===== src/rtl/char_motion_pkg.sv =====
// Shared definitions for the character motion controller: state encodings,
// physics defaults and the map bounds also used by the pixel generator.
package char_motion_pkg;

    typedef enum logic [1:0] {
        ST_GROUND = 2'd0,
        ST_CHARGE = 2'd1,
        ST_AIR    = 2'd2
    } motion_state_t;

    localparam int WALK_SPEED  = 2;
    localparam int JUMP_VX     = 3;
    localparam int GRAVITY     = 1;
    localparam int MIN_VY      = 4;
    localparam int CHARGE_STEP = 1;
    localparam int MAX_VY      = 20;

    localparam int X_MIN = 130;
    localparam int X_MAX = 548;

endpackage


===== src/rtl/btn_sync.sv =====
// Two-flop synchronizer for the three raw player buttons.
module btn_sync (
    input  logic       sys_clk,
    input  logic       sys_rst_n,
    input  logic [2:0] btn_raw,
    output logic [2:0] btn_clean
);

    logic [2:0] meta;

    always_ff @(posedge sys_clk or negedge sys_rst_n) begin
        if (!sys_rst_n) begin
            meta      <= '0;
            btn_clean <= '0;
        end else begin
            meta      <= btn_raw;
            btn_clean <= meta;
        end
    end

endmodule


===== src/rtl/char_motion_ctrl.sv =====
// Jump-King-style character controller: walk, charge, ballistic flight with
// wall bounce and landing on the floor or platforms, stepped once per tick.
module char_motion_ctrl
    import char_motion_pkg::*;
#(
    parameter int PHY_WIDTH       = 14,
    parameter int OBSTACLE_NUM    = 7,
    parameter int BLOCK_LEN_WIDTH = 4,
    parameter int PLAT_UNIT       = 32,
    parameter int CHAR_WIDTH_X    = 42,
    parameter int X_MIN           = char_motion_pkg::X_MIN,
    parameter int X_MAX           = char_motion_pkg::X_MAX,
    parameter int Y_MAX           = 16000,
    parameter int X_INIT          = 320,
    parameter int TICK_DIV        = 1000000,
    parameter int WALK_SPEED      = char_motion_pkg::WALK_SPEED,
    parameter int JUMP_VX         = char_motion_pkg::JUMP_VX,
    parameter int GRAVITY         = char_motion_pkg::GRAVITY,
    parameter int MIN_VY          = char_motion_pkg::MIN_VY,
    parameter int CHARGE_STEP     = char_motion_pkg::CHARGE_STEP,
    parameter int MAX_VY          = char_motion_pkg::MAX_VY
) (
    input  logic                                  sys_clk,
    input  logic                                  sys_rst_n,
    input  logic                                  left_btn,
    input  logic                                  right_btn,
    input  logic                                  jump_btn,
    input  logic [OBSTACLE_NUM*PHY_WIDTH-1:0]       plat_x,
    input  logic [OBSTACLE_NUM*PHY_WIDTH-1:0]       plat_y,
    input  logic [OBSTACLE_NUM*BLOCK_LEN_WIDTH-1:0] plat_len,
    output logic [PHY_WIDTH-1:0]                    char_x,
    output logic [PHY_WIDTH-1:0]                    char_y,
    output logic [PHY_WIDTH:0]                      char_vy,
    output logic [1:0]                              state,
    output logic                                    facing,
    output logic                                    jump_pulse,
    output logic                                    land_pulse
);

    localparam int SW    = PHY_WIDTH + 2;
    localparam int CNT_W = (TICK_DIV > 1) ? $clog2(TICK_DIV) : 1;

    typedef logic signed [SW-1:0] sval_t;

    localparam sval_t S_X_MIN    = sval_t'(X_MIN);
    localparam sval_t S_X_MAX    = sval_t'(X_MAX);
    localparam sval_t S_Y_MAX    = sval_t'(Y_MAX);
    localparam sval_t S_CW       = sval_t'(CHAR_WIDTH_X);
    localparam sval_t S_PLAT_OFS = sval_t'(X_MIN - 10);
    localparam sval_t S_UNIT     = sval_t'(PLAT_UNIT);
    localparam sval_t S_WALK     = sval_t'(WALK_SPEED);
    localparam sval_t S_JUMP_VX  = sval_t'(JUMP_VX);
    localparam sval_t S_GRAV     = sval_t'(GRAVITY);
    localparam sval_t S_MIN_VY   = sval_t'(MIN_VY);
    localparam sval_t S_STEP     = sval_t'(CHARGE_STEP);
    localparam sval_t S_MAX_VY   = sval_t'(MAX_VY);

    logic [2:0] btn_clean;
    logic       left_s, right_s, jump_s;

    btn_sync u_btn_sync (
        .sys_clk   (sys_clk),
        .sys_rst_n (sys_rst_n),
        .btn_raw   ({jump_btn, right_btn, left_btn}),
        .btn_clean (btn_clean)
    );

    assign {jump_s, right_s, left_s} = btn_clean;

    logic [CNT_W-1:0] tick_cnt;
    logic             tick;

    assign tick = (tick_cnt == CNT_W'(TICK_DIV - 1));

    always_ff @(posedge sys_clk or negedge sys_rst_n) begin
        if (!sys_rst_n)  tick_cnt <= '0;
        else if (tick)   tick_cnt <= '0;
        else             tick_cnt <= tick_cnt + 1'b1;
    end

    motion_state_t         state_q, nxt_state;
    logic [PHY_WIDTH-1:0]  x_q, y_q, charge_q, nxt_x, nxt_y, nxt_charge;
    logic signed [PHY_WIDTH:0] vy_q, vx_q, nxt_vy, nxt_vx;
    logic                  facing_q, nxt_facing, nxt_jump_pulse, nxt_land_pulse;

    sval_t x_s, y_s, vy_s, vx_s, dir, walk_x, air_x, air_vx;
    sval_t ny, best_y, vy_dec, charge_inc;
    logic  ground_sup, plat_hit;

    function automatic sval_t plat_top(input int k);
        return sval_t'(plat_y[k*PHY_WIDTH +: PHY_WIDTH]);
    endfunction

    // Platform screen span starts 10 px left of the map-relative edge plus X_MIN.
    function automatic logic overlaps(input sval_t cx, input int k);
        sval_t left, len;
        len  = sval_t'(plat_len[k*BLOCK_LEN_WIDTH +: BLOCK_LEN_WIDTH]);
        left = sval_t'(plat_x[k*PHY_WIDTH +: PHY_WIDTH]) + S_PLAT_OFS;
        return (len != '0) && (cx + S_CW > left) && (cx < left + len * S_UNIT);
    endfunction

    always_comb begin
        x_s  = sval_t'(x_q);
        y_s  = sval_t'(y_q);
        vy_s = sval_t'(vy_q);
        vx_s = sval_t'(vx_q);

        if (right_s && !left_s)      dir = sval_t'(1);
        else if (left_s && !right_s) dir = sval_t'(-1);
        else                         dir = '0;

        walk_x = x_s + dir * S_WALK;
        if (walk_x < S_X_MIN) walk_x = S_X_MIN;
        if (walk_x > S_X_MAX) walk_x = S_X_MAX;

        ground_sup = (y_q == '0);
        for (int k = 0; k < OBSTACLE_NUM; k++) begin
            if (overlaps(walk_x, k) && plat_top(k) == y_s) ground_sup = 1'b1;
        end

        air_x  = x_s + vx_s;
        air_vx = vx_s;
        if (air_x < S_X_MIN) begin
            air_x  = S_X_MIN;
            air_vx = -vx_s;
        end else if (air_x > S_X_MAX) begin
            air_x  = S_X_MAX;
            air_vx = -vx_s;
        end

        // Landing uses the post-bounce x; the highest crossed platform wins.
        ny       = y_s + vy_s;
        plat_hit = 1'b0;
        best_y   = '0;
        if (vy_s <= 0) begin
            for (int k = 0; k < OBSTACLE_NUM; k++) begin
                if (overlaps(air_x, k) && ny <= plat_top(k) && plat_top(k) <= y_s
                    && (!plat_hit || plat_top(k) > best_y)) begin
                    plat_hit = 1'b1;
                    best_y   = plat_top(k);
                end
            end
        end

        vy_dec = vy_s - S_GRAV;
        if (vy_dec < -S_MAX_VY) vy_dec = -S_MAX_VY;

        charge_inc = sval_t'(charge_q) + S_STEP;
        if (charge_inc > S_MAX_VY) charge_inc = S_MAX_VY;

        nxt_state      = state_q;
        nxt_x          = x_q;
        nxt_y          = y_q;
        nxt_vy         = vy_q;
        nxt_vx         = vx_q;
        nxt_charge     = charge_q;
        nxt_facing     = facing_q;
        nxt_jump_pulse = 1'b0;
        nxt_land_pulse = 1'b0;

        case (state_q)
            ST_GROUND: begin
                if (jump_s) begin
                    nxt_state  = ST_CHARGE;
                    nxt_charge = PHY_WIDTH'(S_MIN_VY);
                end else begin
                    nxt_x = PHY_WIDTH'(walk_x);
                    if (dir > 0) nxt_facing = 1'b1;
                    if (dir < 0) nxt_facing = 1'b0;
                    if (!ground_sup) begin
                        nxt_state = ST_AIR;
                        nxt_vy    = '0;
                        nxt_vx    = '0;
                    end
                end
            end
            ST_CHARGE: begin
                if (jump_s) begin
                    nxt_charge = PHY_WIDTH'(charge_inc);
                end else begin
                    nxt_vy         = (PHY_WIDTH+1)'(sval_t'(charge_q));
                    nxt_vx         = (PHY_WIDTH+1)'(dir * S_JUMP_VX);
                    nxt_state      = ST_AIR;
                    nxt_jump_pulse = 1'b1;
                end
            end
            ST_AIR: begin
                nxt_x  = PHY_WIDTH'(air_x);
                nxt_vx = (PHY_WIDTH+1)'(air_vx);
                if (plat_hit || ny <= 0) begin
                    nxt_y          = plat_hit ? PHY_WIDTH'(best_y) : '0;
                    nxt_vy         = '0;
                    nxt_vx         = '0;
                    nxt_state      = ST_GROUND;
                    nxt_land_pulse = 1'b1;
                end else if (ny > S_Y_MAX) begin
                    nxt_y  = PHY_WIDTH'(S_Y_MAX);
                    nxt_vy = '0;
                end else begin
                    nxt_y  = PHY_WIDTH'(ny);
                    nxt_vy = (PHY_WIDTH+1)'(vy_dec);
                end
            end
            default: nxt_state = ST_GROUND;
        endcase
    end

    always_ff @(posedge sys_clk or negedge sys_rst_n) begin
        if (!sys_rst_n) begin
            state_q    <= ST_GROUND;
            x_q        <= PHY_WIDTH'(X_INIT);
            y_q        <= '0;
            vy_q       <= '0;
            vx_q       <= '0;
            charge_q   <= PHY_WIDTH'(MIN_VY);
            facing_q   <= 1'b1;
            jump_pulse <= 1'b0;
            land_pulse <= 1'b0;
        end else begin
            jump_pulse <= tick & nxt_jump_pulse;
            land_pulse <= tick & nxt_land_pulse;
            if (tick) begin
                state_q  <= nxt_state;
                x_q      <= nxt_x;
                y_q      <= nxt_y;
                vy_q     <= nxt_vy;
                vx_q     <= nxt_vx;
                charge_q <= nxt_charge;
                facing_q <= nxt_facing;
            end
        end
    end

    assign char_x  = x_q;
    assign char_y  = y_q;
    assign char_vy = vy_q;
    assign state   = state_q;
    assign facing  = facing_q;

endmodule


===== config.mk =====
export PLATFORM = sky130hd
export DESIGN_NAME = char_motion_ctrl
export DESIGN_NICKNAME = d
export VERILOG_FILES = /design/src/rtl/char_motion_pkg.sv /design/src/rtl/btn_sync.sv /design/src/rtl/char_motion_ctrl.sv
export SDC_FILE = /design/constraint.sdc
export NUM_CORES = 1
export LEC_CHECK = 0
export BUFFER_PORTS_ARGS = -buffer_cell sky130_fd_sc_hd__buf_2
export CAP_MARGIN = 20
export CORE_MARGIN = 3
export CORE_UTILIZATION = 63
export CTS_BUF_LIST = sky130_fd_sc_hd__clkbuf_16
export CTS_CLUSTER_SIZE = 24
export DETAILED_ROUTE_END_ITERATION = 7
export GPL_TIMING_DRIVEN = 0
export PLACE_DENSITY = 0.84
export REMOVE_ABC_BUFFERS = 1
export SLEW_MARGIN = 25
export SYNTH_ARGS = -nofsm -noshare
export SYNTH_HDL_FRONTEND = slang
export SYNTH_SLANG_ARGS = --single-unit

===== constraint.sdc =====
create_clock -name sys_clk -period 20.5 [get_ports sys_clk]
set_clock_uncertainty 0.2 [all_clocks]
set_input_delay 4.1 -clock sys_clk [delete_from_list [all_inputs] [get_ports sys_clk]]
set_output_delay 4.1 -clock sys_clk [all_outputs]
set_load 0.02 [all_outputs]

After elaboration in Yosys (flattened, before gate mapping)
Cells that the tools add are included.
{ "word_totals": {"output_inout_bits": 48, "memories": 0, "in_bits": 229, "wordCells": 282, "mem_bits_ro": 0, "ff_bits": 103, "latch_bits": 0, "mem_bits_rw": 0} }
{ "op_classes": {"order_cmp": 59, "multipliers": 1, "mux": 74, "n_eq_ne": 18, "reduce_logical": 92, "div": 0, "add_sub_neg": 23, "n_shift": 0, "n_bitwise": 3} }
{ "ops": {"columns": ["cell", "n"], "rows": [
  ["$mux 16", 17],
  ["$gt 16x16->1", 14],
  ["$lt 16x16->1", 14],
  ["$mux 15", 10],
  ["$mux 14", 10],
  ["$add 15x9->16", 7],
  ["$le 16x15->1", 7],
  ["$add 14x7->15 const B", 7],
  ["$eq 14x14->1", 7],
  ["$le 14x14->1", 7],
  ["$gt 15x16->1", 6],
  ["$pmux 15 s3", 2],
  ["$logic_and 1x1->1", 57],
  ["$pmux 14 s2", 2],
  ["$add 15x15->16", 2],
  ["$add 16x7->16 const B", 2],
  ["$gt 16x11->1 const B", 2],
  ["$lt 16x9->1 const B", 2],
  ["$reduce_bool 4->1", 7],
  ["$mux 1", 27],
  ["$add 20x1->20 const B", 1],
  ["$eq 20x20->1 const B", 1],
  ["$mux 20", 1],
  ["$add 15x16->16", 1],
  ["other kinds (32)", 57]
]} }

Depth between registers and ports, before layout
{ "depth": {"ltp_word": 46, "ltp_mapped": 100, "mapped_depth_nobuf": 92} }

By module
Synthesis repeated with hierarchy kept, for this count alone.
{ "unflattened": {"cells_unflattened": 3633, "hier_area_um2": 29091.7} }
{ "modules_own_cells": {"columns": ["module", "seq_area_each_um2", "area_per_inst_um2", "cells_each", "n_inst"], "rows": [
  ["char_motion_ctrl", 2432.3, 28941.5, 3627, 1],
  ["btn_sync", 150.1, 150.1, 6, 1]
]} }

Least setup slack after synthesis
OpenSTA, ideal clock, no wires.
{ "synth_path": {"path_type": "input -> register", "start": "in plat_x[3]", "end": "reg y_q[11], in the netlist char_y[11]", "stages": 90, "arrival_ns": 19.382, "setup_ns": 0.083, "t_required_ns": 20.217, "path_slack_ns": 0.836, "cell_sequence": "inv_1 ha_1 xor2_1 ha_1 inv_1 fa_1 nor2b_1 o21ai_0 nand2b_1 nand3b_1 xnor2_1 ha_1 nor2b_1 nor4_1 a211oi_1 mux2i_1 o211a_1 buf_4 [... 54 more ...] a221oi_1 o21a_1 clkbuf_1 a22oi_1 ha_1 nor2b_1 o21a_1 o21a_1 o21a_1 o211ai_1 a21boi_0 o21bai_1 a21boi_0 o31a_1 o21ai_1 buf_2 o221ai_1 o21ai_0"} }
{ "synth_between": {"elab_chain_cells": 40} }
{ "synth_lines": {"columns": ["item", "line", "source"], "rows": [
  ["start: declaration", "char_motion_ctrl.sv:28", "input logic [OBSTACLE_NUM*PHY_WIDTH-1:0] plat_x,"],
  ["$add 14x7->15 (*)", "char_motion_ctrl.sv:98", "left = sval_t'(plat_x[k*PHY_WIDTH +: PHY_WIDTH]) + S_PLAT_OFS;"],
  ["$add 15x9->16 / $gt 16x16->1 (equally long branches)", "char_motion_ctrl.sv:99", "return (len != '0) && (cx + S_CW > left) && (cx < left + len * S_UNIT);"],
  ["$lt 16x16->1 / $logic_and 1x1->1 (equally long branches)", "char_motion_ctrl.sv:99", null],
  ["$logic_and 1x1->1 (*)", "char_motion_ctrl.sv:99", null],
  ["$logic_and 1x1->1 (*) (2 in a row)", "char_motion_ctrl.sv:137", "if (overlaps(air_x, k) && ny <= plat_top(k) && plat_top(k) <= y_s"],
  ["$mux 14 / $mux 1 (equally long branches)", "char_motion_ctrl.sv:137", null],
  ["$mux 16 / $mux 1 (equally long branches)", "char_motion_ctrl.sv:135", "if (vy_s <= 0) begin"],
  ["$gt 15x16->1 / $logic_not 1->1 (equally long branches)", "char_motion_ctrl.sv:138", "&& (!plat_hit || plat_top(k) > best_y)) begin"],
  ["[... 23 more ...]", null, null],
  ["$mux 16 / $mux 1 (equally long branches)", "char_motion_ctrl.sv:135", null],
  ["$gt 15x16->1 / $logic_not 1->1 (equally long branches)", "char_motion_ctrl.sv:138", null],
  ["$logic_or 1x1->1", "char_motion_ctrl.sv:138", null],
  ["$logic_and 1x1->1", "char_motion_ctrl.sv:138", null],
  ["$mux 14 / $mux 1 (equally long branches)", "char_motion_ctrl.sv:137", null],
  ["$mux 14 / $mux 1 (equally long branches)", "char_motion_ctrl.sv:135", null],
  ["$mux 14 / $logic_or 1x1->1 (equally long branches)", "char_motion_ctrl.sv:191, char_motion_ctrl.sv:190", null],
  ["$mux 14 (*)", "char_motion_ctrl.sv:190", "if (plat_hit || ny <= 0) begin"],
  ["end signal: assignment", "char_motion_ctrl.sv:225", "y_q <= nxt_y;"],
  ["end: declaration", "char_motion_ctrl.sv:82", "logic [PHY_WIDTH-1:0] x_q, y_q, charge_q, nxt_x, nxt_y, nxt_charge;"]
]} }
Mark *: on every way between the ends. The rest lies on a longest branch, timed or not. The select of a mux whose other input is x is not followed.
A chain may end at the register's enable or synchronous reset.

Worst setup path after layout
{ "layout_path": {"start": "in plat_x[3]", "end": "reg y_q[9], in the netlist char_y[9]"} }
The elaborated chain is that of the path after synthesis.

==> results.yml <==
status:
  run_status: "finished, violations left"
  violations: "max-capacitance violations"
synth:
  syn-cell-area_sq_um: 28800
  synthSimpleGateAreaFrac_pct: 19.2
  synth_cell_types: 102
  synth-seq-cells: 103
  yosysSeqAreaShare_pct: 8.98
  synth_fa_ha_area_share_pct: 35.1
  synth-compound-area-share_pct: 25.5
  synthMuxAreaShare_pct: 1.22
  postSynthCellCount: 3617
  synthXorXnorAreaFrac_pct: 5.45
  async_reset_ff_share_pct: 100
  ys.flop_type: "dfrtp_1"
  syn_area_per_cell_sq_um: 7.95
  synth-edff-count: 0
  synth_top_family_by_area: "adder cells"
  synth_warnings: 0
clock_network:
  cts_sinks: 103
  clk_pin_slew_ns: 0.08
  holdBufCountCts: 0
  cts-root-buf: "clkbuf_16"
  worstSkewPairLatency_ns: 0.36
  cts.htree.levels: 3
  clock_path_buffers: 2
  numCtsBuffers: 9
  cts_tree: "built"
power:
  pwr-share-comb_pct: 66.2
  power_frac_clock_pct: 16.0
  power_density_nw_per_um2: 35.4
  ir_drop_v: 0.0000404
  power_leakage_nw: 16.2
  p_seq_share_pct: 17.8
  swShare_pct: 47.0
  switching_power_uw: 539
  p_int_uw: 608
grt:
  grt_pass1_wl_mm: 148
  track_usage_pct: 38.5
  grt_pass1_vias: 28000
  grt_max_degree: 63
  antenna_found_initial: 3
  grt.overflow.total: 0
place:
  dp_hpwl_mm: 78.2
  gp_congestion: 0.999
  port_buffers: 276
worst_setup_path:
  cp.arrival_ns: 20.16
  path_delay_family: "compound AO/OA/AOI/OAI gates"
  setup.worst_path.end_class: "register"
  critPathSlowestCell: "o31a_1"
  crit_buf_inv: 5
  cp_max_fo: 7
  slowest_delay_ns: 0.40
  critical_path.most_common_cell: "o21a_1"
  cp.required_ns: 20.53
  path_class: "in -> reg"
  start_kind: "input pin"
floorplanning:
  die_x_microns: 220
  start_util_pct: 64.5
  io_pins: 277
  rows: 77
  die-area_sq_um: 48200
  die_y_microns: 220
  core_area_sq_um: 44600
detailed_routing:
  drt_iter0_drc: 3087
  drcViolationCount: 0
  num_vias: 30800
  dr.pass1.iters: 7
  ant_nets: 0
  vias_per_cell: 6.70
  wl_mm: 99.0
  routedWlPerCell_microns: 21.6
finish:
  drive_above_1_share_pct: 13.0
  syn2layout_area_growth_pct: 12.7
  fin_nets: 5019
  utilization_pct: 72.6
worst_hold_path:
  hp-class: "reg -> reg"
sta:
  clock.fmax_mhz: 49.7
  worst_pin_slew_ns: 1.46
  period_share_pct: 98.2
  hold_ws_ns: 0.158
  slew_viol_final: 0
  finalHoldViolCount: 0
  fin_crit_ns: 20.13
  setup_violations: 0
  slew_headroom_pct: 1.22
job:
  drv_cap: 1
## worst reg2reg max path, delay by kind of cell, from the launching register on
kind,cells,cell delay (ns)
flip-flops,1,0.51
multiplexers,3,1.09
AND/OR/NAND/NOR,15,2.36
buffers and inverters,3,0.34
adder cells (fa/ha/maj),10,3.18
AO/OA/AOI/OAI,58,12.11
## layout by cell type, fill, tap and decap left out, types with 27 or more instances in the layout
cell type and n:
a22oi_1 37, nor2b_1 72, a21oi_1 230, dfrtp_1 99
a211oi_1 46, nand4_1 99, buf_4 31, nand3_1 113
o21a_1 66, nor3_1 67, o211ai_1 39, nor2_1 211
nand2_1 245, ha_1 789, o21ai_1 27, a31oi_1 42
and3_1 29, buf_2 275, inv_1 275, nand2b_1 46
conb_1 91, nor4_1 52, xor2_1 114, a21o_1 85
o21ai_0 206, xnor2_1 53
## sequential cells by signal, indices dropped and copies added (netlist names)
name and cells:
tick_cnt 20, jump_pulse 1, facing 1, state 2, land_pulse 1, u_btn_sync.meta 3, u_btn_sync.btn_clean 3, char_x 14
char_vy 15, char_y 14, charge_q 14, vx_q 15
## worst paths after layout
kind,startpoint,to,slack (ns),cells after the start
min in group asynchronous,sys_rst_n,vx_q[11],3.52,1
min reg2reg,u_btn_sync.meta[0],u_btn_sync.btn_clean[0],0.16,0
min,u_btn_sync.meta[0],u_btn_sync.btn_clean[0],0.16,0
max,plat_x[3],char_y[9],0.37,84
max in group asynchronous,sys_rst_n,char_y[1],15.91,2
max reg2reg,char_x[0],char_y[9],0.56,89
## metrics by stage
stage / TNS [ns] / area [sq um] / setup WS [ns] / cells / power, mW
detailed placement: -30.20 / 31300 / -2.19 / 4529 / 0.867
global placement: -49.66 / 30900 / -3.58 / 4514 / 0.846
floorplan: 0 / 28800 / 0.628 / 3646 / 0.666
finish: 0 / 32400 / 0.374 / 4591 / 1.15
CTS: 0 / 31800 / 0.0279 / 4557 / 1.07
global route: -0.779 / 32400 / -0.0826 / 4588 / 1.23
## what timing repair did
action,in CTS,in global routing
setup buffers,10,22
pin swaps,4,34
gates cloned,2,7
hold endpoints to repair,0,0
setup endpoints to repair,14,14
gates resized for setup,27,74
## kinds of logic (layout without fill, tap and decap cells)
family                   Yosys count  in the layout
AO/OA/AOI/OAI                   1087           1094
XOR/XNOR                         179            179
adder cells (fa/ha/maj)          801            801
buffers and inverters            337            616
flip-flops                       103            103
multiplexers                      32             32
other                              2             96
AND/OR/NAND/NOR                 1076           1078
## Yosys cell counts, types with 12 or more instances
cell | count | area share, %
o22ai_1 | 12 | 0.26
clkbuf_1 | 43 | 0.56
o211ai_1 | 39 | 1.0
a211o_1 | 23 | 0.70
a2111oi_0 | 22 | 0.67
nand2b_1 | 46 | 1.0
a221oi_1 | 24 | 0.73
a31oi_1 | 44 | 0.96
inv_1 | 277 | 3.6
o2111ai_1 | 19 | 0.58
ha_1 | 791 | 34
a22oi_1 | 38 | 0.99
nand3_1 | 114 | 2.0
xor2_1 | 115 | 3.5
and4_1 | 18 | 0.55
nor3_1 | 69 | 1.2
nand2_1 | 247 | 3.2
a21boi_0 | 16 | 0.42
xnor2_1 | 64 | 1.9
a21oi_1 | 236 | 4.1
o31ai_1 | 20 | 0.52
o21ai_0 | 227 | 4.0
or3_1 | 17 | 0.37
o21ai_1 | 15 | 0.26
o21a_1 | 69 | 1.8
and3_1 | 29 | 0.63
nor4_1 | 57 | 1.2
a211oi_1 | 47 | 1.2
a21o_1 | 86 | 2.2
mux2_2 | 20 | 0.78
dfrtp_1 | 99 | 8.6
o21bai_1 | 17 | 0.44
nor2_1 | 223 | 2.9
o221ai_1 | 20 | 0.61
nand4_1 | 99 | 2.2
nand3b_1 | 15 | 0.39
nor2b_1 | 74 | 1.6
## layer usage
metal	wire length, microns	track usage (%)	vias to the layer above
met5	0	0	-
met1	39500	49.8	14100
met4	6490	20.7	0
li1	-	-	14500
met3	10300	6.09	409
met2	42700	61.6	1782
## power by group through the flow
stage / Clock (mW) / Sequential, mW / Combinational, mW
finish: 0.184 / 0.204 / 0.760
detailed placement: 0 / 0.208 / 0.659
CTS: 0.184 / 0.204 / 0.682
floorplan: 0 / 0.208 / 0.458
global route: 0.192 / 0.204 / 0.831
global placement: 0 / 0.208 / 0.638
## cell type report
cell class | count | area (sq um)
Antenna cell | 5 | 12.5
Clock buffer | 9 | 225
Clock inverter | 7 | 77.6
Fill cell | 3563 | 12200
Inverter | 277 | 1040
Multi-Input combinational cell | 3275 | 25900
Sequential cell | 103 | 2580
Tap cell | 592 | 741
Timing Repair Buffer | 323 | 1830
Note: power is estimated with default switching activity, not from simulation.
